### config.mk
export PLATFORM = sky130hd
export DESIGN_NAME = serial_adder_ctrl
export DESIGN_NICKNAME = d
export VERILOG_FILES = /design/src/rtl/serial_adder_ctrl_pkg.sv /design/src/rtl/serial_adder_ctrl_full_adder.sv /design/src/rtl/serial_adder_ctrl.sv
export SDC_FILE = /design/constraint.sdc
export NUM_CORES = 1
export LEC_CHECK = 0
export ABC_AREA = 1
export CORE_ASPECT_RATIO = 0.7
export CORE_MARGIN = 1.5
export CORE_UTILIZATION = 25
export CTS_CLUSTER_SIZE = 8
export DETAILED_ROUTE_END_ITERATION = 10
export GPL_TIMING_DRIVEN = 0
export PLACE_DENSITY = 0.44
export RECOVER_POWER = 100
export SETUP_SLACK_MARGIN = 0.05
export SYNTH_ARGS = -nofsm -noshare
export SYNTH_HDL_FRONTEND = slang
export SYNTH_SLANG_ARGS = --single-unit
### constraint.sdc
create_clock -name clk -period 1.6 [get_ports clk]
set_input_delay 0.24 -clock clk [delete_from_list [all_inputs] [get_ports clk]]
set_output_delay 0.24 -clock clk [all_outputs]
set_load 0.1 [all_outputs]
### src/rtl/serial_adder_ctrl_pkg.sv
// Shared definitions for the bit-serial adder: FSM state encodings and default width.
package serial_adder_ctrl_pkg;

  localparam int unsigned ALU_WIDTH = 8;

  typedef enum logic [1:0] {
    ST_IDLE  = 2'b00,
    ST_SHIFT = 2'b01,
    ST_DONE  = 2'b10
  } state_e;

endpackage

### src/rtl/serial_adder_ctrl_full_adder.sv
// Single-bit full adder used once per clock by the serial adder.
module full_adder (
  input  logic a,
  input  logic b,
  input  logic c_in,
  output logic sum,
  output logic c_out
);

  assign sum   = a ^ b ^ c_in;
  assign c_out = (a & b) | (c_in & (a ^ b));

endmodule

### src/rtl/serial_adder_ctrl.sv
// Bit-serial WIDTH-bit adder: one full_adder per clock, LSB first, done pulse on completion.
// Optional subtract mode (extra port sub) is enabled by defining SERIAL_SUB_EN.
module serial_adder_ctrl
  import serial_adder_ctrl_pkg::*;
#(
  parameter int unsigned WIDTH = ALU_WIDTH
) (
  input  logic             clk,
  input  logic             rst_n,
  input  logic             start,
`ifdef SERIAL_SUB_EN
  input  logic             sub,
`endif
  input  logic [WIDTH-1:0] a,
  input  logic [WIDTH-1:0] b,
  input  logic             c_in,
  output logic             busy,
  output logic             done,
  output logic [WIDTH-1:0] sum,
  output logic             c_out,
  output logic             overflow
);

  localparam int unsigned CW = $clog2(WIDTH);

  state_e           state_q, state_d;
  logic [WIDTH-1:0] a_sh_q, a_sh_d, b_sh_q, b_sh_d, res_sh_q, res_sh_d;
  logic [WIDTH-1:0] sum_q, sum_d;
  logic [CW-1:0]    cnt_q, cnt_d;
  logic             cy_q, cy_d, c_out_q, c_out_d, ovf_q, ovf_d;
  logic             fa_s, fa_co;
  logic [WIDTH-1:0] b_load;
  logic             cy_load;

`ifdef SERIAL_SUB_EN
  // Subtract as a + ~b + 1; c_in is ignored in that mode.
  assign b_load  = sub ? ~b : b;
  assign cy_load = sub ? 1'b1 : c_in;
`else
  assign b_load  = b;
  assign cy_load = c_in;
`endif

  full_adder u_fa (
    .a     (a_sh_q[0]),
    .b     (b_sh_q[0]),
    .c_in  (cy_q),
    .sum   (fa_s),
    .c_out (fa_co)
  );

  always_ff @(posedge clk) begin
    if (!rst_n) begin
      state_q  <= ST_IDLE;
      a_sh_q   <= '0;
      b_sh_q   <= '0;
      res_sh_q <= '0;
      sum_q    <= '0;
      cnt_q    <= '0;
      cy_q     <= 1'b0;
      c_out_q  <= 1'b0;
      ovf_q    <= 1'b0;
    end else begin
      state_q  <= state_d;
      a_sh_q   <= a_sh_d;
      b_sh_q   <= b_sh_d;
      res_sh_q <= res_sh_d;
      sum_q    <= sum_d;
      cnt_q    <= cnt_d;
      cy_q     <= cy_d;
      c_out_q  <= c_out_d;
      ovf_q    <= ovf_d;
    end
  end

  always_comb begin
    state_d  = state_q;
    a_sh_d   = a_sh_q;
    b_sh_d   = b_sh_q;
    res_sh_d = res_sh_q;
    sum_d    = sum_q;
    cnt_d    = cnt_q;
    cy_d     = cy_q;
    c_out_d  = c_out_q;
    ovf_d    = ovf_q;
    unique case (state_q)
      ST_IDLE: begin
        if (start) begin
          a_sh_d  = a;
          b_sh_d  = b_load;
          cy_d    = cy_load;
          cnt_d   = '0;
          state_d = ST_SHIFT;
        end
      end
      ST_SHIFT: begin
        res_sh_d = {fa_s, res_sh_q[WIDTH-1:1]};
        a_sh_d   = a_sh_q >> 1;
        b_sh_d   = b_sh_q >> 1;
        cy_d     = fa_co;
        cnt_d    = cnt_q + CW'(1);
        // On the MSB step cy_q is the carry into the MSB.
        if (cnt_q == CW'(WIDTH - 1)) begin
          sum_d   = res_sh_d;
          c_out_d = fa_co;
          ovf_d   = cy_q ^ fa_co;
          state_d = ST_DONE;
        end
      end
      ST_DONE: state_d = ST_IDLE;
      default: state_d = ST_IDLE;
    endcase
  end

  always_comb begin
    busy     = (state_q != ST_IDLE);
    done     = (state_q == ST_DONE);
    sum      = sum_q;
    c_out    = c_out_q;
    overflow = ovf_q;
  end

endmodule

[Yosys cells after proc, flatten, opt, wreduce, memory -nomap -nowiden]
Index checks and enable logic that the tools add are counted.
Operators by class
  magnitude comparators: 0
  add/sub/neg operators: 1
  multipliers: 0
  reductions and logical operators: 6
  divide/modulo/power cells: 0
  shift operators: 0
  bitwise logic cells: 6
  eq/ne operators: 5
  mux-type cells: 11
Operator list (number)
  8-bit one-hot mux with 2 select lines: 2
  8-bit 2-to-1 mux: 2
  3-bit one-hot mux with 2 select lines: 1
  2-bit AND reduction: 3
  2-bit 2-to-1 mux: 2
  2-bit != test, second input constant: 2
  2-bit one-hot mux with 2 select lines: 1
  2-bit nonzero test: 2
  3-bit by 1-bit adder with 3-bit output, second input constant: 1
  3-bit equality test, second input constant: 1
  3-bit 2-to-1 mux: 1
  1-bit bitwise XOR: 3
  1-bit bitwise AND: 2
  2-bit by 1-bit equality test with 1-bit output, second input constant: 1
  2-bit equality test, second input constant: 1
  2-bit zero test: 1
  1-bit one-hot mux with 2 select lines: 1
  1-bit 2-to-1 mux: 1
  1-bit bitwise OR: 1
Word-level totals
  output and inout port bits: 12
  ROM bits: 0
  input bits: 20
  memory bits (writable): 0
  register bits: 40
  latch bits: 0
  memories: 0

[Depth between registers and ports, before layout]
  depth in word-level cells: 4
  mapped depth: 8
  depth with buffers taken out: 8

[Modules after synthesis]
Synthesis repeated with hierarchy kept, for this count alone.
Unflattened totals
  cell total of the unflattened synthesis: 259
  area total of the unflattened synthesis: 1818.0 um^2
By module, submodules not included
  serial_adder_ctrl: cells each 258, times used 1, area each 1798.0 um^2
  full_adder: cells each 1, times used 1, area each 20.0 um^2

[Worst setup path after synthesis]
Ideal clock, no wire load.
  path kind: register to output
  start point: reg state_q[1]
  end point: out done
  buffers on the path: 0
  data required time: 1.360 ns
  arrival: 1.875 ns
  path slack: -0.515 ns
  cell stages (with the launch flop): 3
  cells stage by stage: dfxtp_1 -> inv_4 -> nor2_1
On the way
  cells in the longest elaborated chain, start to end: 1
Ends and longest elaborated chain
  from (decl): RTL line serial_adder_ctrl.sv:26  | state_e state_q, state_d;
  from (signal assigned): RTL line serial_adder_ctrl.sv:64  | state_q <= state_d;
  2-bit equality test: RTL line serial_adder_ctrl.sv:117  | done = (state_q == ST_DONE);
  to (decl): RTL line serial_adder_ctrl.sv:18  | output logic done,
No other way between the ends.

[Final worst setup path]
Ends and elaborated chain as after synthesis.

==> impl_metrics.csv <==
group,metric,value,unit
synthesis,syn_area_per_cell,7.70,µm²
setup_path,cp-end-kind,"output pin",
sta,min_period,1.51,ns
route,wl_per_cell,11.8,µm
sta,hold_ws,0.437,ns
setup_path,path_max_fanout,9,
setup_path,cp_data_arrival_time,1.27,ns
cells_and_area,finish.net_count,295,
global_route,grt_pass1_vias,1469,
synthesis,ys_warn_count,0,
sta,rsz0062_at_grt,"no",
setup_path,cp-start-kind,"flip-flop",
route,via_count,1556,
synthesis,synth_cells,233,
run_status,run_status,"complete, no violations",
power,ir_drop,0.330,mV
clock_tree,clock_path_buffers,2,
sta,worst_pin_slew,0.549,ns
route,via_per_inst,4.24,
floorplanning,coreArea,6850,µm²
setup_path,required,1.36,ns
setup_path,r2r_cells,6,
cells_and_area,most-common-layout-cells,"44 x nand3_1, 37 x dfxtp_1, 32 x nor2_1, 31 x nand2_1, 28 x inv_1",
power,power_density,864,nW/µm²
cells_and_area,final_common_cell,"nand3_1",
route,final_antenna_net_count,0,
floorplanning,start_util,26.2,%
sta,setup_viol,0,
place,numPortBuffers,30,
route,dr.pass1.iters,4,
setup_path,r2r-end,"res_sh_q[2]",
setup_path,critPathLaunch,"state_q[1]",
route,routed_wirelength,4330,µm
synthesis,synth_cell_types,26,
clock_tree,clk_pin_slew,0.08,ns
global_route,grt_max_degree,12,
job,cap_violations,0,
clock_tree,insertion_delay,0.29,ns
route,drtIter0Drc,59,
place,place_congestion,0.691,
clock_tree,clock-sinks,39,
clock_tree,root_buffer,"clkbuf_8",
global_route,grt_pass1_wl,7160,µm
global_route,grt_overflow,0,
clock_tree,cts_made_buffers,5,
sta,slew_headroom,63.6,%
floorplanning,row_count,25,
synthesis,seq_area_frac_synth,43.5,%
global_route,grt_usage,12.1,%
sta,fin_ws,0.0903,ns
setup_path,slowest_delay,0.44,ns
floorplanning,io_pins,32,
sta,fin_skew,0.00748,ns
global_route,antenna_found_initial,0,
synthesis,ys_seq_elements,39,
synthesis,synth_nets,256,
cells_and_area,syn2layout_area_growth,27.8,%
sta,clock.fmax,0.662,GHz
route,post-route-drc-count,0,
place,dp_hpwl,3030,µm
clock_tree,htreeDepth,2,
power,p_leak,0.000997,µW
place,dp_slack,-0.590,ns
floorplanning,dieArea,7700,µm²
setup_path,cp-endpoint,"done",
setup_path,reg2reg_from,"state_q[0]",
cells_and_area,antenna_cells,0,
sta,slew_violations,0,
sta,finalHoldViolCount,0,
setup_path,r2r_slack,0.16,ns
floorplanning,fp.dieW,104,µm
cells_and_area,layout-drive-gt1-share,16.1,%
sta,fin_crit_sh,94.4,%
hold_path,min_path_type,"input pin to flip-flop",
floorplanning,die_h,73.9,µm
clock_tree,cts_tree,"yes",
setup_path,worst-setup-path-type,"flip-flop to output pin",
setup_path,crit_slowest_cell,"dfxtp_2",
synthesis,syn_area,1790,µm²
setup_path,crit_path_cell_trace,"inv_4, nor2_4, clkbuf_4",
==> synthesized netlist by cell type, drive strengths merged <==
cell,count,area [µm²]
a21oi,14,70.1
clkbuf,2,7.51
fa,1,20.0
nand3,44,230
a211oi,2,25.0
nand2,34,154
ha,2,25.0
xor2,1,8.76
nor2,39,180
buf,9,97.6
dfxtp,39,781
inv,30,115
o21ai,16,80.1
==> worst min path at each step <==
stage / start / endpoint / slack, ns / depth (start not counted)
2_1_floorplan: rst_n / res_sh_q[3] / 0.38 / 2
3_3_place_gp: cnt_q[0] / cnt_q[0] / 0.45 / 1
3_5_place_dp: cnt_q[0] / cnt_q[0] / 0.46 / 1
4_1_cts: start / b_sh_q[2] / 0.43 / 5
5_1_grt: start / a_sh_q[0] / 0.46 / 5
6_report: start / cy_q / 0.44 / 5
==> metrics by stage <==
| step | power [µW] | cell area, µm² | TNS, ns | util (%) | cells |
|---|---|---|---|---|---|
| finish | 1980 | 2290 | 0 | 33.5 | 367 |
| global route | 2100 | 2290 | 0 | 33.5 | 367 |
| CTS | 2020 | 2310 | -0.0325 | 33.8 | 365 |
| detailed placement | 1370 | 2220 | -3.11 | 32.4 | 357 |
| global placement | 1370 | 2220 | -3.35 | 32.4 | 357 |
| floorplan | 1270 | 1800 | 0 | - | 233 |
==> area by class of cell <==
class | count | area (µm²)
plain buffers | 11 | 81.3
multi-input cells | 153 | 796
repair buffers | 32 | 319
fillers | 738 | 4560
inverters | 30 | 115
clock inverters | 1 | 5.00
well taps | 94 | 118
clock buffers | 7 | 76.3
flip-flops and latches | 39 | 783
==> metal layers <==
| metal | part of all wire [%] | GRT usage, % |
|---|---|---|
| met3 | 4.7 | 3.19 |
| met5 | 0 | 0 |
| met1 | 53 | 16.6 |
| met2 | 41 | 18.3 |
| met4 | 0.97 | 4.63 |
==> repair_timing <==
item | CTS | global route
setup endpoints to repair | 12 | 6
gates resized for setup | 44 | 4
setup buffers | 0 | 2
cloned | 0 | 0
hold buffers | 0 | 0
pin swaps | 0 | 2
==> report_power, final <==
| group | switching, µW | leakage (µW) | total [µW] | internal (µW) |
|---|---|---|---|---|
| clock | 335 | 0.0000422 | 642 | 306 |
| combinational | 165 | 0.000635 | 294 | 128 |
| sequential | 28.5 | 0.000320 | 1050 | 1020 |
| total | 529 | 0.000997 | 1980 | 1450 |
==> state kept, by name (all words and copies together) (netlist names) <==
name and flops:
cy_q 1, overflow 1, c_out 1, a_sh_q 8
b_sh_q 8, sum 8, res_sh_q 7, state_q 2
cnt_q 3
==> cells by family after synthesis <==
group                      Yosys count  share of synthesized area [%]
xor gates and xnor gates             1                          0.488
buffers and inverters               41                           12.3
and+or+nand+nor                    117                           31.5
adders and majority gates            3                           2.51
AOI/OAI and AO/OA                   32                           9.76
DFF                                 39                           43.5
==> critical path, delay by kind of cell (launching register included) <==
family | cells | cell delay [ns]
simple gates | 1 | 0.09
buf+inv | 2 | 0.45
flops | 1 | 0.44
No activity file was read; power rests on OpenSTA's default activity.
